[src/rtl/mem_access_unit.sv]
// -----------------------------------------------------------------------------
// mem_access_unit
// MEM-stage load/store unit. Converts an EX/MEM load or store into a
// req/gnt/rvalid data-memory transaction and stalls the pipeline until it
// completes. Load data is aligned, extended and registered for MEM/WB.
//
// Ports
//   CLK, rst                 clock, synchronous active-high reset
//   mem_rd_en, mem_wr_en     EX/MEM load / store request
//   funct3, addr, store_data EX/MEM access size/sign, byte address, rs2 value
//   dmem_req/we/be/addr/wdata  registered bus request outputs
//   dmem_gnt, dmem_rvalid, dmem_rdata  bus handshake and read data
//   load_data                registered extended load result
//   mem_stall                freeze upstream pipeline registers
//   misalign_exc             misaligned access in IDLE (no bus traffic)
//   bus_err                  one-cycle pulse after a transaction timeout
// -----------------------------------------------------------------------------
module mem_access_unit #(
   parameter int XLEN    = 32,
   parameter int TIMEOUT = 16
) (
   input  logic            CLK,
   input  logic            rst,
   input  logic            mem_rd_en,
   input  logic            mem_wr_en,
   input  logic [2:0]      funct3,
   input  logic [XLEN-1:0] addr,
   input  logic [XLEN-1:0] store_data,
   output logic            dmem_req,
   output logic            dmem_we,
   output logic [3:0]      dmem_be,
   output logic [XLEN-1:0] dmem_addr,
   output logic [XLEN-1:0] dmem_wdata,
   input  logic            dmem_gnt,
   input  logic            dmem_rvalid,
   input  logic [XLEN-1:0] dmem_rdata,
   output logic [XLEN-1:0] load_data,
   output logic            mem_stall,
   output logic            misalign_exc,
   output logic            bus_err
);

   localparam int            CW       = $clog2(TIMEOUT);
   localparam logic [CW-1:0] CNT_LAST = CW'(TIMEOUT - 1);

   typedef enum logic [1:0] {
      IDLE     = 2'd0,
      REQ      = 2'd1,
      WAIT_RSP = 2'd2,
      DONE     = 2'd3
   } state_t;

   // Access size: 0 = byte, 1 = half, 2 = word (reserved encodings act as word).
   function automatic logic [1:0] size_of(input logic [2:0] f3);
      case (f3)
         3'b000, 3'b100: size_of = 2'd0;
         3'b001, 3'b101: size_of = 2'd1;
         default:        size_of = 2'd2;
      endcase
   endfunction

   function automatic logic [3:0] be_of(input logic [1:0] sz, input logic [1:0] off);
      case (sz)
         2'd0:    be_of = 4'b0001 << off;
         2'd1:    be_of = off[1] ? 4'b1100 : 4'b0011;
         default: be_of = 4'b1111;
      endcase
   endfunction

   // Store data is replicated so the selected lanes carry it whatever the offset.
   function automatic logic [31:0] wdata_of(input logic [1:0] sz, input logic [31:0] sd);
      case (sz)
         2'd0:    wdata_of = {4{sd[7:0]}};
         2'd1:    wdata_of = {2{sd[15:0]}};
         default: wdata_of = sd;
      endcase
   endfunction

   // Pick the addressed byte/half out of the read word and extend it.
   function automatic logic [31:0] extract(input logic [2:0] f3, input logic [1:0] off,
                                           input logic [31:0] rd);
      logic [7:0]  b;
      logic [15:0] h;
      case (off)
         2'd0:    b = rd[7:0];
         2'd1:    b = rd[15:8];
         2'd2:    b = rd[23:16];
         default: b = rd[31:24];
      endcase
      h = off[1] ? rd[31:16] : rd[15:0];
      case (size_of(f3))
         2'd0:    extract = f3[2] ? {24'd0, b} : {{24{b[7]}}, b};
         2'd1:    extract = f3[2] ? {16'd0, h} : {{16{h[15]}}, h};
         default: extract = rd;
      endcase
   endfunction

   state_t          state_q, state_d;
   logic            req_q, req_d;
   logic            we_q, we_d;
   logic [3:0]      be_q, be_d;
   logic [31:0]     addr_q, addr_d;
   logic [31:0]     wdata_q, wdata_d;
   logic [31:0]     load_data_q, load_data_d;
   logic [2:0]      f3_q, f3_d;
   logic [1:0]      off_q, off_d;
   logic [CW-1:0]   cnt_q, cnt_d;
   logic            bus_err_q, bus_err_d;

   logic            op_s;
   logic            misalign_s;
   logic [1:0]      size_s;
   logic [CW-1:0]   cnt_inc_s;

   // Decode of the incoming EX/MEM operation.
   always_comb begin
      op_s       = mem_rd_en | mem_wr_en;
      size_s     = size_of(funct3);
      misalign_s = ((size_s == 2'd1) && addr[0]) ||
                   ((size_s == 2'd2) && (addr[1:0] != 2'b00));
      // Saturating increment: the counter never wraps back to zero.
      cnt_inc_s  = (cnt_q == CNT_LAST) ? cnt_q : cnt_q + CW'(1);
   end

   // Next-state, registered-output and stall/exception logic of the FSM.
   always_comb begin
      state_d      = state_q;
      req_d        = req_q;
      we_d         = we_q;
      be_d         = be_q;
      addr_d       = addr_q;
      wdata_d      = wdata_q;
      load_data_d  = load_data_q;
      f3_d         = f3_q;
      off_d        = off_q;
      cnt_d        = cnt_q;
      bus_err_d    = 1'b0;
      mem_stall    = 1'b0;
      misalign_exc = 1'b0;
      case (state_q)
         IDLE: begin
            if (op_s && misalign_s) begin
               misalign_exc = 1'b1;
            end else if (op_s) begin
               state_d   = REQ;
               req_d     = 1'b1;
               we_d      = mem_wr_en;
               be_d      = be_of(size_s, addr[1:0]);
               addr_d    = {addr[31:2], 2'b00};
               wdata_d   = wdata_of(size_s, store_data);
               f3_d      = funct3;
               off_d     = addr[1:0];
               cnt_d     = {CW{1'b0}};
               mem_stall = 1'b1;
            end else begin
               state_d = IDLE;
            end
         end
         REQ: begin
            mem_stall = 1'b1;
            if (dmem_gnt) begin
               req_d   = 1'b0;
               cnt_d   = {CW{1'b0}};
               state_d = we_q ? DONE : WAIT_RSP;
            end else if (cnt_q == CNT_LAST) begin
               req_d       = 1'b0;
               bus_err_d   = 1'b1;
               load_data_d = 32'd0;
               state_d     = DONE;
            end else begin
               cnt_d = cnt_inc_s;
            end
         end
         WAIT_RSP: begin
            mem_stall = 1'b1;
            if (dmem_rvalid) begin
               load_data_d = extract(f3_q, off_q, dmem_rdata);
               state_d     = DONE;
            end else if (cnt_q == CNT_LAST) begin
               bus_err_d   = 1'b1;
               load_data_d = 32'd0;
               state_d     = DONE;
            end else begin
               cnt_d = cnt_inc_s;
            end
         end
         DONE: begin
            // Pipeline advances during this single unstalled cycle.
            state_d = IDLE;
         end
         default: begin
            state_d = IDLE;
            req_d   = 1'b0;
         end
      endcase
   end

   // State and output registers with synchronous reset.
   always_ff @(posedge CLK) begin
      if (rst) begin
         state_q     <= IDLE;
         req_q       <= 1'b0;
         we_q        <= 1'b0;
         be_q        <= 4'd0;
         addr_q      <= 32'd0;
         wdata_q     <= 32'd0;
         load_data_q <= 32'd0;
         f3_q        <= 3'd0;
         off_q       <= 2'd0;
         cnt_q       <= {CW{1'b0}};
         bus_err_q   <= 1'b0;
      end else begin
         state_q     <= state_d;
         req_q       <= req_d;
         we_q        <= we_d;
         be_q        <= be_d;
         addr_q      <= addr_d;
         wdata_q     <= wdata_d;
         load_data_q <= load_data_d;
         f3_q        <= f3_d;
         off_q       <= off_d;
         cnt_q       <= cnt_d;
         bus_err_q   <= bus_err_d;
      end
   end

   assign dmem_req   = req_q;
   assign dmem_we    = we_q;
   assign dmem_be    = be_q;
   assign dmem_addr  = addr_q;
   assign dmem_wdata = wdata_q;
   assign load_data  = load_data_q;
   assign bus_err    = bus_err_q;

endmodule

[config.mk]
export PLATFORM = sky130hd
export DESIGN_NAME = mem_access_unit
export DESIGN_NICKNAME = d
export VERILOG_FILES = /design/src/rtl/mem_access_unit.sv
export SDC_FILE = /design/constraint.sdc
export NUM_CORES = 1
export LEC_CHECK = 0
export CORE_ASPECT_RATIO = 1.25
export CORE_MARGIN = 2
export CORE_UTILIZATION = 48
export CTS_BUF_LIST = sky130_fd_sc_hd__clkbuf_4 sky130_fd_sc_hd__clkbuf_8
export DETAILED_ROUTE_END_ITERATION = 8
export PLACE_DENSITY = 0.85
export SYNTH_ARGS = -nofsm -noshare
export SYNTH_HDL_FRONTEND = slang
export SYNTH_SLANG_ARGS = --single-unit
[constraint.sdc]
create_clock -name CLK -period 4.9 [get_ports CLK]
set_input_delay 0.98 -clock CLK [delete_from_list [all_inputs] [get_ports CLK]]
set_output_delay 0.98 -clock CLK [all_outputs]
set_load 0.02 [all_outputs]
==> out/metrics.csv <==
metric,value,unit
status,"finished, final reports clean",
Syn Inst Count,611,
Final Non-Filler Cells,923,
Crit. Startpoint,addr[0],
Final Instance Area,0.00739,mm^2
total core area,0.0105,mm^2
reg2reg setup slack,2.40,ns
maximum net fanout on the critical path,6,
R2R Path Start,off_q[1],
Ports,210,
CTS tree,done,
Psw,0.677,mW
synth warn,0,
worst hold stages,2,
die extent in x,96.4,um
Sw Ratio,0.318,
Synth Register Bits,112,
end of the critical path,misalign_exc,
Initial Util,0.488,
Root Buffer,clkbuf_8,
asr flop ratio synth,0,
first-pass GRT wire length,24100,um
"Cell Area, Synth",0.00513,mm^2
Die ar.,0.0115,mm^2
max_cap viols,0,
Clock transition at path regs,0.10,ns
final slew viol count,0,
Detail Route Antenna Nets,0,
total number of vias,5218,
# Post-CTS Setup Buffers,0,
Final setup viols,0,
final worst-path cycle share,0.783,
Mean Syn Cell Area,8.39,um^2
Clock Sinks,112,
vias in the first global route,5078,
reg2reg path depth,4,
Worst setup SP type,primary input,
Pwr Density,289,mW/mm^2
Placed Area,0.00719,mm^2
Max H-tree Level,3,
initial antenna violation count,0,
ys flop type,dfxtp_1,
sequential fraction of the synthesis area,0.437,
Setup CP Type,primary input to output port,
Post-synth EDFFs,0,
First-pass DRT Iterations,5,
Longest Clk Path Bufs,2,
synth unique cells,49,
Worst Hold Class,register to register,
CTS resizes,0,
CP endpoint kind,output port,
"Clk Latency, worst-skew pair",0.38,ns
CTS Buf Count,9,
Avg WL per Cell,16.9,um
WL final,15600,um
Final min period,3.84,ns
Via density,5.65,
Final Core Density,0.703,
sequential power share,0.472,
Post-route DRC,0,
die height,120,um
Final Hold Fails,0,
Iter 0 DRT Violations,277,
CTS Hold Bufs,0,
Area Growth Syn to Fin,44.0,%
global route total overflow,0,
Cells after DPL,907,
Layout Nets,898,
TNS Setup,0,ns
Max VDD drop,221,uV
layout cells sized above 1,0.0506,
P_int,1.45,mW
Max Freq,0.261,GHz
worst-margin pin slew,1.11,ns
Tot GR Track Use,0.265,
RSZ-0062 raised after global routing,no,
RR Endpoint,load_data[30],
Rows,42,
"Req. time, crit path",3.92,ns
Clock Skews,0.00861,ns
Worst Path Arrival,2.86,ns
total power,2.13,mW
detailed placer's ending HPWL,11300,um
Routability Congestion,0.839,
leakage power,2.69,nW
combinational share of power,0.276,
pin count of the biggest net entering global routing,93,
Slew HR,0.261,
clock power share,0.252,
antenna fix cells,0,
I/O Buffers,207,
## flip-flops by register name (all words and copies together) (netlist names)
register	cells
bus_err	1
load_data	32
dmem_addr	30
dmem_we	1
cnt_q	4
state_q	2
dmem_be	4
f3_q	3
dmem_wdata	32
off_q	2
dmem_req	1
## layer usage
metal | GRT usage | vias to the layer above | routed length (um)
met5 | 0 | - | 0
met1 | 0.310 | 2455 | 6040
met3 | 0.0778 | 37 | 1370
met2 | 0.446 | 221 | 7760
met4 | 0.109 | 0 | 454
li1 | - | 2505 | -
## placed cells by master, fill, tap and decap left out, drive strengths merged, types with 11 or more instances in the layout
cell type,instances
nor2,28
mux2i,22
clkbuf,11
clkdlybuf4s50,206
dfxtp,112
a22o,25
nand2,139
o2bb2ai,14
a21oi,67
o21ai,22
nand3,17
a211oi,15
## cell usage after synthesis (all sizes together), types with 2 or more instances
library cell	instances	area [um^2]
o21a	3	22.5
a31oi	2	12.5
a22o	25	219
a211oi	15	113
mux2i	22	220
and3	2	12.5
nor2	28	105
ha	7	87.6
nand2b	5	31.3
buf	28	154
o211ai	8	60.1
or3	6	37.5
nand3b	2	15.0
nor2b	6	37.5
nand3	17	85.1
a21oi	67	339
nand2	139	522
a21o	3	22.5
nor3	3	15.0
dfxtp	112	2240
a221oi	10	138
clkbuf	25	95.1
o21ai	22	110
inv	10	37.5
o2bb2ai	14	123
o32ai	4	35.0
a311oi	10	87.6
## power groups by stage
stage               Combinational [mW]  Sequential, mW  Clock (mW)
global route                     0.634            1.01       0.582
detailed placement               0.584            1.03           0
floorplan                        0.270            1.08           0
global placement                 0.571            1.02           0
CTS                              0.588            1.01       0.549
finish                           0.589            1.01       0.536
## worst min-delay path by stage
stage / from / end / slack (ns)
after detailed placement: dmem_wdata[28] / dmem_wdata[28] / 0.45
after global routing: dmem_addr[7] / dmem_addr[7] / 0.48
after global placement: dmem_wdata[1] / dmem_wdata[1] / 0.44
final: dmem_wdata[28] / dmem_wdata[28] / 0.46
after floorplan: f3_q[2] / f3_q[2] / 0.45
after CTS: dmem_wdata[28] / dmem_wdata[28] / 0.46
## cells by family (layout without fill, tap and decap cells)
| logic type | count (synthesis) | after routing | share of synthesized area |
|---|---|---|---|
| AOI/OAI and AO/OA | 189 | 189 | 0.261 |
| adders and majority gates | 7 | 7 | 0.0171 |
| buffers and inverters | 64 | 243 | 0.0566 |
| DFF | 112 | 112 | 0.437 |
| muxes | 23 | 23 | 0.0473 |
| other | 1 | 2 | 0.000731 |
| and+or+nand+nor | 215 | 215 | 0.180 |
## area by class of cell
cell class              instances  area, um^2
clock buffers                  11         151
clock inverters                 5        41.3
fillers                       817        3120
inverters                      11        41.3
multi-input cells             436        2610
flip-flops and latches        112        2240
well taps                     132         165
repair buffers                216        2130
## worst max-delay path, stage by stage
cell and delay [ns]:
clkdlybuf4s50_1 0.59, o21ai_0 0.18, a21oi_1 0.41, clkdlybuf4s50_1 0.70
## metrics by stage
stage | hold slack, ns | setup slack [ns]
5_1_grt | 0.484 | 0.909
2_1_floorplan | 0.446 | 1.71
3_5_place_dp | 0.448 | 1.11
4_1_cts | 0.462 | 1.11
6_report | 0.460 | 1.06
3_3_place_gp | 0.442 | 1.21
Power figures use the tool's default switching activity.
